$ cat src/rtl/spi_shift_engine.sv
// spi_shift_engine: SPI mode-0 (CPOL=0, CPHA=0) bit shifter sitting below the spi_master FSM.
// Latency: done pulses in the cycle starting 2*CLK_DIV*N edges after the start edge (N = num_bits, 0 -> 32).
// Backpressure: none; start is sampled only in IDLE, so requests made while busy are dropped, not queued.
//
// Ports:
//   clk, reset_n      system clock (posedge) and asynchronous active-low reset
//   start             transfer request, accepted only when idle
//   num_bits[4:0]     transfer length, 0 encodes 32
//   tx_data[31:0]     right-aligned tx word; bit num_bits-1 is shifted out first
//   busy              high from the cycle after accept through the done cycle
//   done              one-cycle pulse; rx_data is valid from this cycle on
//   rx_data[31:0]     right-aligned received word, upper bits zero
//   SPICLK            serial clock, idles low
//   SPIMOSI           serial data out, holds its last bit between transfers
//   SPIMISO           serial data in, sampled on the SPICLK rising edge
//   loopback          present only with SPI_LOOPBACK_EN defined; samples SPIMOSI instead of SPIMISO
//
// Build option: define SPI_LOOPBACK_EN to add the 'loopback' input.
module spi_shift_engine #(
  parameter int CLK_DIV = 2
) (
  input  logic        clk,
  input  logic        reset_n,
  input  logic        start,
  input  logic [4:0]  num_bits,
  input  logic [31:0] tx_data,
  output logic        busy,
  output logic        done,
  output logic [31:0] rx_data,
  output logic        SPICLK,
  output logic        SPIMOSI,
`ifdef SPI_LOOPBACK_EN
  input  logic        loopback,
`endif
  input  logic        SPIMISO
);

  // Half-period counter counts down from CLK_DIV-1 to 0 in each timed state.
  localparam int              DW       = (CLK_DIV > 1) ? $clog2(CLK_DIV) : 1;
  localparam logic [DW-1:0]   DIV_LOAD = DW'(CLK_DIV - 1);

  typedef enum logic [2:0] {
    ST_IDLE = 3'd0,
    ST_LEAD = 3'd1,
    ST_HIGH = 3'd2,
    ST_LOW  = 3'd3,
    ST_DONE = 3'd4
  } state_e;

  state_e        state_q, state_d;
  logic [DW-1:0] div_q, div_d;
  logic [5:0]    bit_cnt_q, bit_cnt_d;
  logic [31:0]   tx_sh_q, tx_sh_d;
  logic [31:0]   rx_sh_q, rx_sh_d;
  logic [31:0]   rx_data_q, rx_data_d;
  logic          sclk_q, sclk_d;
  logic          done_q, done_d;

  logic [5:0]    n_eff;
  logic [5:0]    lshift;
  logic          sample_bit;
  logic [31:0]   rx_shifted;
  logic          div_zero;

  // 0 encodes a full 32-bit word.
  assign n_eff  = (num_bits == 5'd0) ? 6'd32 : {1'b0, num_bits};
  assign lshift = 6'd32 - n_eff;

  // MOSI is the top bit of the tx shift register, so it is valid from the
  // accept edge and naturally holds the last bit once shifting stops.
`ifdef SPI_LOOPBACK_EN
  assign sample_bit = loopback ? tx_sh_q[31] : SPIMISO;
`else
  assign sample_bit = SPIMISO;
`endif

  assign rx_shifted = {rx_sh_q[30:0], sample_bit};
  assign div_zero   = (div_q == '0);

  always_comb begin
    state_d   = state_q;
    div_d     = div_q;
    bit_cnt_d = bit_cnt_q;
    tx_sh_d   = tx_sh_q;
    rx_sh_d   = rx_sh_q;
    rx_data_d = rx_data_q;
    sclk_d    = sclk_q;
    done_d    = 1'b0;

    case (state_q)
      ST_IDLE: begin
        if (start) begin
          // Left-align so the first bit to send sits at bit 31.
          tx_sh_d   = tx_data << lshift;
          bit_cnt_d = n_eff;
          rx_sh_d   = '0;
          div_d     = DIV_LOAD;
          sclk_d    = 1'b0;
          state_d   = ST_LEAD;
        end
      end

      ST_LEAD: begin
        if (div_zero) begin
          sclk_d  = 1'b1;
          rx_sh_d = rx_shifted;
          div_d   = DIV_LOAD;
          state_d = ST_HIGH;
        end else begin
          div_d = div_q - DW'(1);
        end
      end

      ST_HIGH: begin
        if (div_zero) begin
          bit_cnt_d = bit_cnt_q - 6'd1;
          sclk_d    = 1'b0;
          if (bit_cnt_q == 6'd1) begin
            // Last bit already sampled on this HIGH entry; publish the word.
            done_d    = 1'b1;
            rx_data_d = rx_sh_q;
            state_d   = ST_DONE;
          end else begin
            tx_sh_d = {tx_sh_q[30:0], 1'b0};
            div_d   = DIV_LOAD;
            state_d = ST_LOW;
          end
        end else begin
          div_d = div_q - DW'(1);
        end
      end

      ST_LOW: begin
        if (div_zero) begin
          sclk_d  = 1'b1;
          rx_sh_d = rx_shifted;
          div_d   = DIV_LOAD;
          state_d = ST_HIGH;
        end else begin
          div_d = div_q - DW'(1);
        end
      end

      ST_DONE: begin
        sclk_d  = 1'b0;
        state_d = ST_IDLE;
      end

      default: begin
        sclk_d  = 1'b0;
        state_d = ST_IDLE;
      end
    endcase
  end

  always_ff @(posedge clk or negedge reset_n) begin
    if (!reset_n) begin
      state_q   <= ST_IDLE;
      div_q     <= '0;
      bit_cnt_q <= '0;
      tx_sh_q   <= '0;
      rx_sh_q   <= '0;
      rx_data_q <= '0;
      sclk_q    <= 1'b0;
      done_q    <= 1'b0;
    end else begin
      state_q   <= state_d;
      div_q     <= div_d;
      bit_cnt_q <= bit_cnt_d;
      tx_sh_q   <= tx_sh_d;
      rx_sh_q   <= rx_sh_d;
      rx_data_q <= rx_data_d;
      sclk_q    <= sclk_d;
      done_q    <= done_d;
    end
  end

  assign busy    = (state_q != ST_IDLE);
  assign done    = done_q;
  assign rx_data = rx_data_q;
  assign SPICLK  = sclk_q;
  assign SPIMOSI = tx_sh_q[31];

endmodule
$ cat config.mk
export PLATFORM = sky130hd
export DESIGN_NAME = spi_shift_engine
export DESIGN_NICKNAME = d
export VERILOG_FILES = /design/src/rtl/spi_shift_engine.sv
export SDC_FILE = /design/constraint.sdc
export NUM_CORES = 1
export LEC_CHECK = 0
export CAP_MARGIN = 20
export CORE_MARGIN = 4
export CORE_UTILIZATION = 42
export CTS_CLUSTER_DIAMETER = 200
export DETAILED_ROUTE_END_ITERATION = 12
export PLACE_DENSITY_LB_ADDON = 0.08
export SLEW_MARGIN = 10
export SYNTH_ARGS = -nofsm -noshare
export SYNTH_HDL_FRONTEND = slang
export SYNTH_SLANG_ARGS = --single-unit
export TNS_END_PERCENT = 10
$ cat constraint.sdc
create_clock -name clk -period 3.8 [get_ports clk]
set_clock_uncertainty 0.05 [all_clocks]
set_input_delay 0.76 -clock clk [delete_from_list [all_inputs] [get_ports clk]]
set_output_delay 0.76 -clock clk [all_outputs]
set_load 0.1 [all_outputs]
==> run_results.csv, run 1 <==
group,metric,value,unit
drt,vias,5280,
layout,antenna_cells,0,
timing,worst_pin_slew,0.987,ns
place,dpl_cell_area,7360,µm²
place,place_hpwl,11.9,mm
critical_path,end_kind,"flip-flop",
min_path,hold_path.class,"in -> async",
critical_path,worstSetupPathType,"in -> reg",
grt,grt_pass1_wl,28.5,mm
clocking,cts_tree,"yes",
yosys,synth_top_area_share,42.4,%
die,die_h,131,µm
critical_path,cp.required,3.98,ns
layout,nFillCells,1343,
timing,post-route-period-util,82.3,%
timing,max_freq,320,MHz
yosys,synth_seq_area_share,42.4,%
critical_path,crit_fanout,24,
clocking,numClockSinks,108,
place,port_buffers,76,
clocking,numCtsBuffers,9,
layout,syn2layout_area_growth,20.5,%
drt,avgRoutedWirePerCell,19.2,µm
grt,track_usage,20.1,%
timing,totalNegativeSetupSlack,0,ns
layout,drive_above_1_share,17.4,%
pwr,clockPowerShare,26.0,%
grt,grt-ovfl-total,0,
pwr,p_int,0.00237,W
grt,antenna_found_initial,0,
yosys,synth_cell_types,58,
critical_path,worstPathArrival,3.31,ns
timing,drv_slew,0,
yosys,syn_nets,691,
clocking,clock_latency,0.35,ns
drt,avgViaCountPerCell,5.89,
pwr,switching_power,0.00147,W
yosys,yosysTopAreaCell,"dfrtp_1",
yosys,synth_most_common_cell,"nand2_1",
pwr,leakage,3.03,nW
grt,grt_pass1_vias,5222,
clocking,cts-hold-fix-buffers,0,
die,start_util,43.4,%
clocking,htreeDepth,3,
pwr,swShare,38.2,%
layout,fin_nets,751,
die,dieArea,17200,µm²
grt,grt_max_degree,65,
pwr,p_total,0.00384,W
clocking,cts_setup_buffers,0,
pwr,peakVddDrop,0.286,mV
die,num_rows,44,
clocking,cts_root_buffer,"clkbuf_16",
run_status,status,"complete, no violations",
pwr,seqPwrFrac,38.3,%
drt,dr.first_iter.drc_count,477,
timing,fin_crit,3.13,ns
timing,relSlewSlack,34.0,%
layout,final_area,7680,µm²
yosys,netlist_instances,647,
yosys,synth-warning-count,0,
pwr,combPwrFrac,35.7,%
place,place_ws,0.300,ns
flow_run,max_cap_violations,0,
timing,setup_viol,0,
yosys,async_flop_share,100,%
drt,wirelength,17.2,mm
yosys,synth_flop_cell,"dfrtp_1",
timing,rsz0062_at_grt,"no",
yosys,ys_top_cells_by_area,"dfrtp_1, mux4_2, mux2_2",
die,die_width,131,µm
drt,ant_nets,0,
timing,setup_ws,0.672,ns
drt,drc,0,
die,fp.coreArea,14700,µm²
critical_path,cp-start-kind,"input port",
clocking,cts.clk_slew.worst_paths,0.08,ns
die,ios,77,
timing,hold_violations,0,
place,gp_congestion,0.919,
pwr,p_per_area,501,nW/µm²
drt,drt_pass1_iterations,9,
yosys,synth_common_cells,"nand2_1, dfrtp_1, o21ai_0",
clocking,cts_resized,0,
yosys,synth_edf_count,0,
yosys,syn_avg_cell_area,9.85,µm²
yosys,ys_ff_latch,108,
yosys,netlist_area,6370,µm²
clocking,cts_max_path_buffers,2,
-- power by group through the flow --
stage | Sequential, W | Clock (W) | Combinational (W)
global route | 0.00150 | 0.00108 | 0.00151
finish | 0.00147 | 0.000998 | 0.00137
floorplan | 0.00160 | 0 | 0.000827
CTS | 0.00147 | 0.00104 | 0.00137
detailed placement | 0.00149 | 0 | 0.00137
global placement | 0.00149 | 0 | 0.00136
-- per-layer routing --
metal  routed length [µm]  vias up  track usage, %
li1                     -     2478               -
met1                 7550     2571            28.2
met2                 8200      205            32.1
met3                 1120       26            4.74
met4                  291        0            4.78
met5                    0        -               0
-- final cells by class --
type | instances | area (µm²) | area share [%]
Clock buffer | 9 | 225 | 2.93
Clock inverter | 7 | 92.6 | 1.21
Inverter | 5 | 18.8 | 0.244
Multi-Input combinational cell | 476 | 3380 | 44.0
Sequential cell | 108 | 2700 | 35.2
Tap cell | 184 | 230 | 3.00
Timing Repair Buffer | 107 | 1030 | 13.4
-- cells by family (layout without fill, tap and decap cells) --
| logic type | after synthesis | in the layout | share of synthesized area, % |
|---|---|---|---|
| buf+inv | 63 | 128 | 4.83 |
| fa+ha+maj | 3 | 3 | 0.589 |
| compound gates | 172 | 172 | 17.0 |
| simple gates | 211 | 211 | 14.7 |
| flops | 108 | 108 | 42.4 |
| xor+xnor | 5 | 5 | 0.687 |
| mux | 85 | 85 | 19.8 |
-- sequential cells by signal, summed over array words and instances, names as in the netlist --
register,cells
done,1
rx_sh_q,32
rx_data,32
bit_cnt_q,6
div_q,1
tx_sh_q,32
SPICLK,1
state_q,3
-- critical path: stages --
cell and delay, ns:
clkdlybuf4s50_1 0.48, inv_1 0.08, ha_1 0.32, buf_12 0.21, mux4_2 0.60, mux2i_1 0.32
nand2_1 0.12, o211a_1 0.14, o32a_1 0.28
-- cells in the final DEF (no fill, tap or decap), types with 4 or more instances in the layout --
master	instances
clkdlybuf4s50_1	75
o311ai_0	6
inv_1	5
nand3_1	14
nand2b_1	4
a32o_1	4
nand2_1	116
nand4_1	4
o211ai_1	5
a21oi_1	36
a21o_1	4
mux4_2	29
nor3_1	6
o21ai_0	71
a31oi_1	6
and3_1	8
a41oi_1	4
mux2_2	40
mux2i_1	16
a32oi_1	4
nor2_1	39
clkbuf_16	9
nand3b_1	4
buf_4	29
dfrtp_1	108
-- per-stage QoR --
stage	util (%)	hold slack [ns]	cells
3_5_place_dp	50.1	0.412	880
5_1_grt	52.2	0.425	896
4_1_cts	52.2	0.397	896
6_report	52.2	0.378	896
2_1_floorplan	-	0.389	647
3_3_place_gp	50.1	0.408	880
-- path summary, 6_finish.rpt --
path	from	to	slack, ns	cells past startpoint
max	num_bits[0]	tx_sh_q[31]	0.67	9
min	reset_n	bit_cnt_q[0]	0.38	1
max reg2reg	bit_cnt_q[3]	rx_data[11]	1.29	5
min reg2reg	tx_sh_q[0]	tx_sh_q[0]	0.43	2
max in group asynchronous	reset_n	rx_sh_q[14]	2.54	2
min in group clk	tx_sh_q[0]	tx_sh_q[0]	0.43	2
Power figures use the tool's default switching activity.
==> run 2, diff against run 1 <==
==> constraint.sdc (replaced) <==
create_clock -name clk -period 2.85 [get_ports clk]
set_clock_uncertainty 0.05 [all_clocks]
set_input_delay 0.57 -clock clk [delete_from_list [all_inputs] [get_ports clk]]
set_output_delay 0.57 -clock clk [all_outputs]
set_load 0.1 [all_outputs]
==> run_results.csv, run 2 (synthesis gave the netlist of run 1 again) <==
group,metric,value,unit
grt,grt_max_degree,65,
critical_path,path_buf_inv,4,
grt,track_usage,21.4,%
layout,final_common_cell,"nand2_1",
clocking,htreeDepth,3,
timing,relSlewSlack,37.1,%
critical_path,slowest_stage,"mux4_2",
layout,syn2layout_area_growth,26.7,%
grt,antenna_found_initial,0,
timing,totalNegativeSetupSlack,0,ns
die,start_util,43.4,%
critical_path,slowest_delay,0.49,ns
layout,final_cells,943,
place,gp_congestion,0.952,
timing,fin_crit,2.75,ns
layout,antenna_cells,0,
timing,rsz0062_at_grt,"no",
die,die_h,131,µm
place,placed_cells,925,
clocking,cts_tree,"yes",
place,place_hpwl,13.4,mm
grt,grt_busiest_layer,"met2",
layout,fin_nets,798,
drt,drt_pass1_iterations,5,
die,num_rows,44,
timing,max_freq,364,MHz
critical_path,worstSetupPathType,"in -> reg",
grt,grt-ovfl-total,0,
critical_path,path_cells,"clkdlybuf4s50_1 > inv_1 > ha_4 > buf_12 > buf_16 > mux4_2 > or2_1 > o2111a_1 > o32a_1",
min_path,hold_path.class,"in -> async",
timing,hold_violations,0,
grt,met1_usage,28.4,%
drt,avgViaCountPerCell,5.81,
grt,use_met3,4.28,%
clocking,clock_latency,0.37,ns
critical_path,cp.required,3.05,ns
layout,nFillCells,1316,
layout,layout_common_cells,"nand2_1, dfrtp_1, buf_4",
drt,vias,5481,
flow_run,max_cap_violations,0,
die,ios,77,
clocking,cts.clk_slew.worst_paths,0.08,ns
drt,drc,0,
grt,grt_pass1_vias,5423,
clocking,cts_root_buffer,"clkbuf_16",
layout,post-route-util,54.9,%
critical_path,crit_fanout,15,
die,dieArea,17200,µm²
clocking,numCtsBuffers,9,
drt,avgRoutedWirePerCell,19.5,µm
layout,drive_above_1_share,27.9,%
timing,drv_slew,0,
place,place_ws,-0.430,ns
critical_path,end_kind,"flip-flop",
timing,worst_pin_slew,0.943,ns
drt,dr.first_iter.drc_count,402,
pwr,p_per_area,667,nW/µm²
grt,grtUsageMet2,35.3,%
critical_path,worstPathArrival,2.94,ns
pwr,leakage,3.33,nW
grt,grt_pass1_wl,29.7,mm
clocking,cts_max_path_buffers,2,
drt,wirelength,18.4,mm
place,port_buffers,76,
clocking,numClockSinks,108,
critical_path,cp-start-kind,"input port",
die,die_width,131,µm
drt,ant_nets,0,
pwr,peakVddDrop,0.411,mV
critical_path,critical-path-top-delay-family,"buffers and inverters",
timing,setup_ws,0.102,ns
timing,setup_viol,0,
run_status,status,"complete, no violations",
die,fp.coreArea,14700,µm²
timing,post-route-period-util,96.4,%
pwr,p_total,0.00539,W
==> run 2: final timing paths <==
kind | startpoint | endpoint | slack [ns] | cells past startpoint
worst min-delay path | reset_n | bit_cnt_q[0] | 0.11 | 1
worst max-delay path | num_bits[1] | tx_sh_q[31] | 0.10 | 9
min in group clk | tx_sh_q[0] | tx_sh_q[0] | 0.43 | 2
worst min register to register | tx_sh_q[0] | tx_sh_q[0] | 0.43 | 2
max in group asynchronous | reset_n | rx_data[15] | 1.92 | 2
worst max register to register | state_q[2] | tx_sh_q[31] | 0.65 | 6
==> run 2: area by class of cell <==
| class | count | area (µm²) | share of cell area, % |
|---|---|---|---|
| multi-input combinational | 476 | 3400 | 42.1 |
| sequential | 108 | 2700 | 33.5 |
| timing repair buffer | 154 | 1380 | 17.1 |
| tap | 184 | 230 | 2.85 |
| clock buffer | 9 | 225 | 2.79 |
| clock inverter | 7 | 116 | 1.44 |
| inverter | 5 | 18.8 | 0.232 |
==> run 2: per-stage QoR <==
stage	hold slack, ns	area (µm²)
final	0.106	8070
after global routing	0.133	8070
after CTS	0.118	8060
after detailed placement	0.412	7680
after global placement	0.407	7680
after floorplan	0.224	6420
==> run 2: routing by layer <==
| metal | vias to the layer above | share of wire (%) | routed length (µm) |
|---|---|---|---|
| met5 | - | 0 | 0 |
| met2 | 155 | 49 | 8990 |
| met4 | 0 | 2.5 | 451 |
| met3 | 28 | 4.9 | 897 |
| met1 | 2715 | 44 | 8030 |
| li1 | 2583 | - | - |
==> run 2: what timing repair did <==
item | CTS | global route
gates resized for setup | 1 | 6
hold buffers | 0 | 0
endpoints found under the setup margin | 7 | 9
pin swaps | 1 | 0
buffers inserted | 2 | 0
==> run 2: report_power, final <==
| part | internal (W) | total [W] | switching, W | leakage, nW |
|---|---|---|---|---|
| Clock | 0.000796 | 0.00143 | 0.000639 | 0.167 |
| Combinational | 0.000788 | 0.00198 | 0.00119 | 1.88 |
| Sequential | 0.00179 | 0.00197 | 0.000186 | 1.28 |
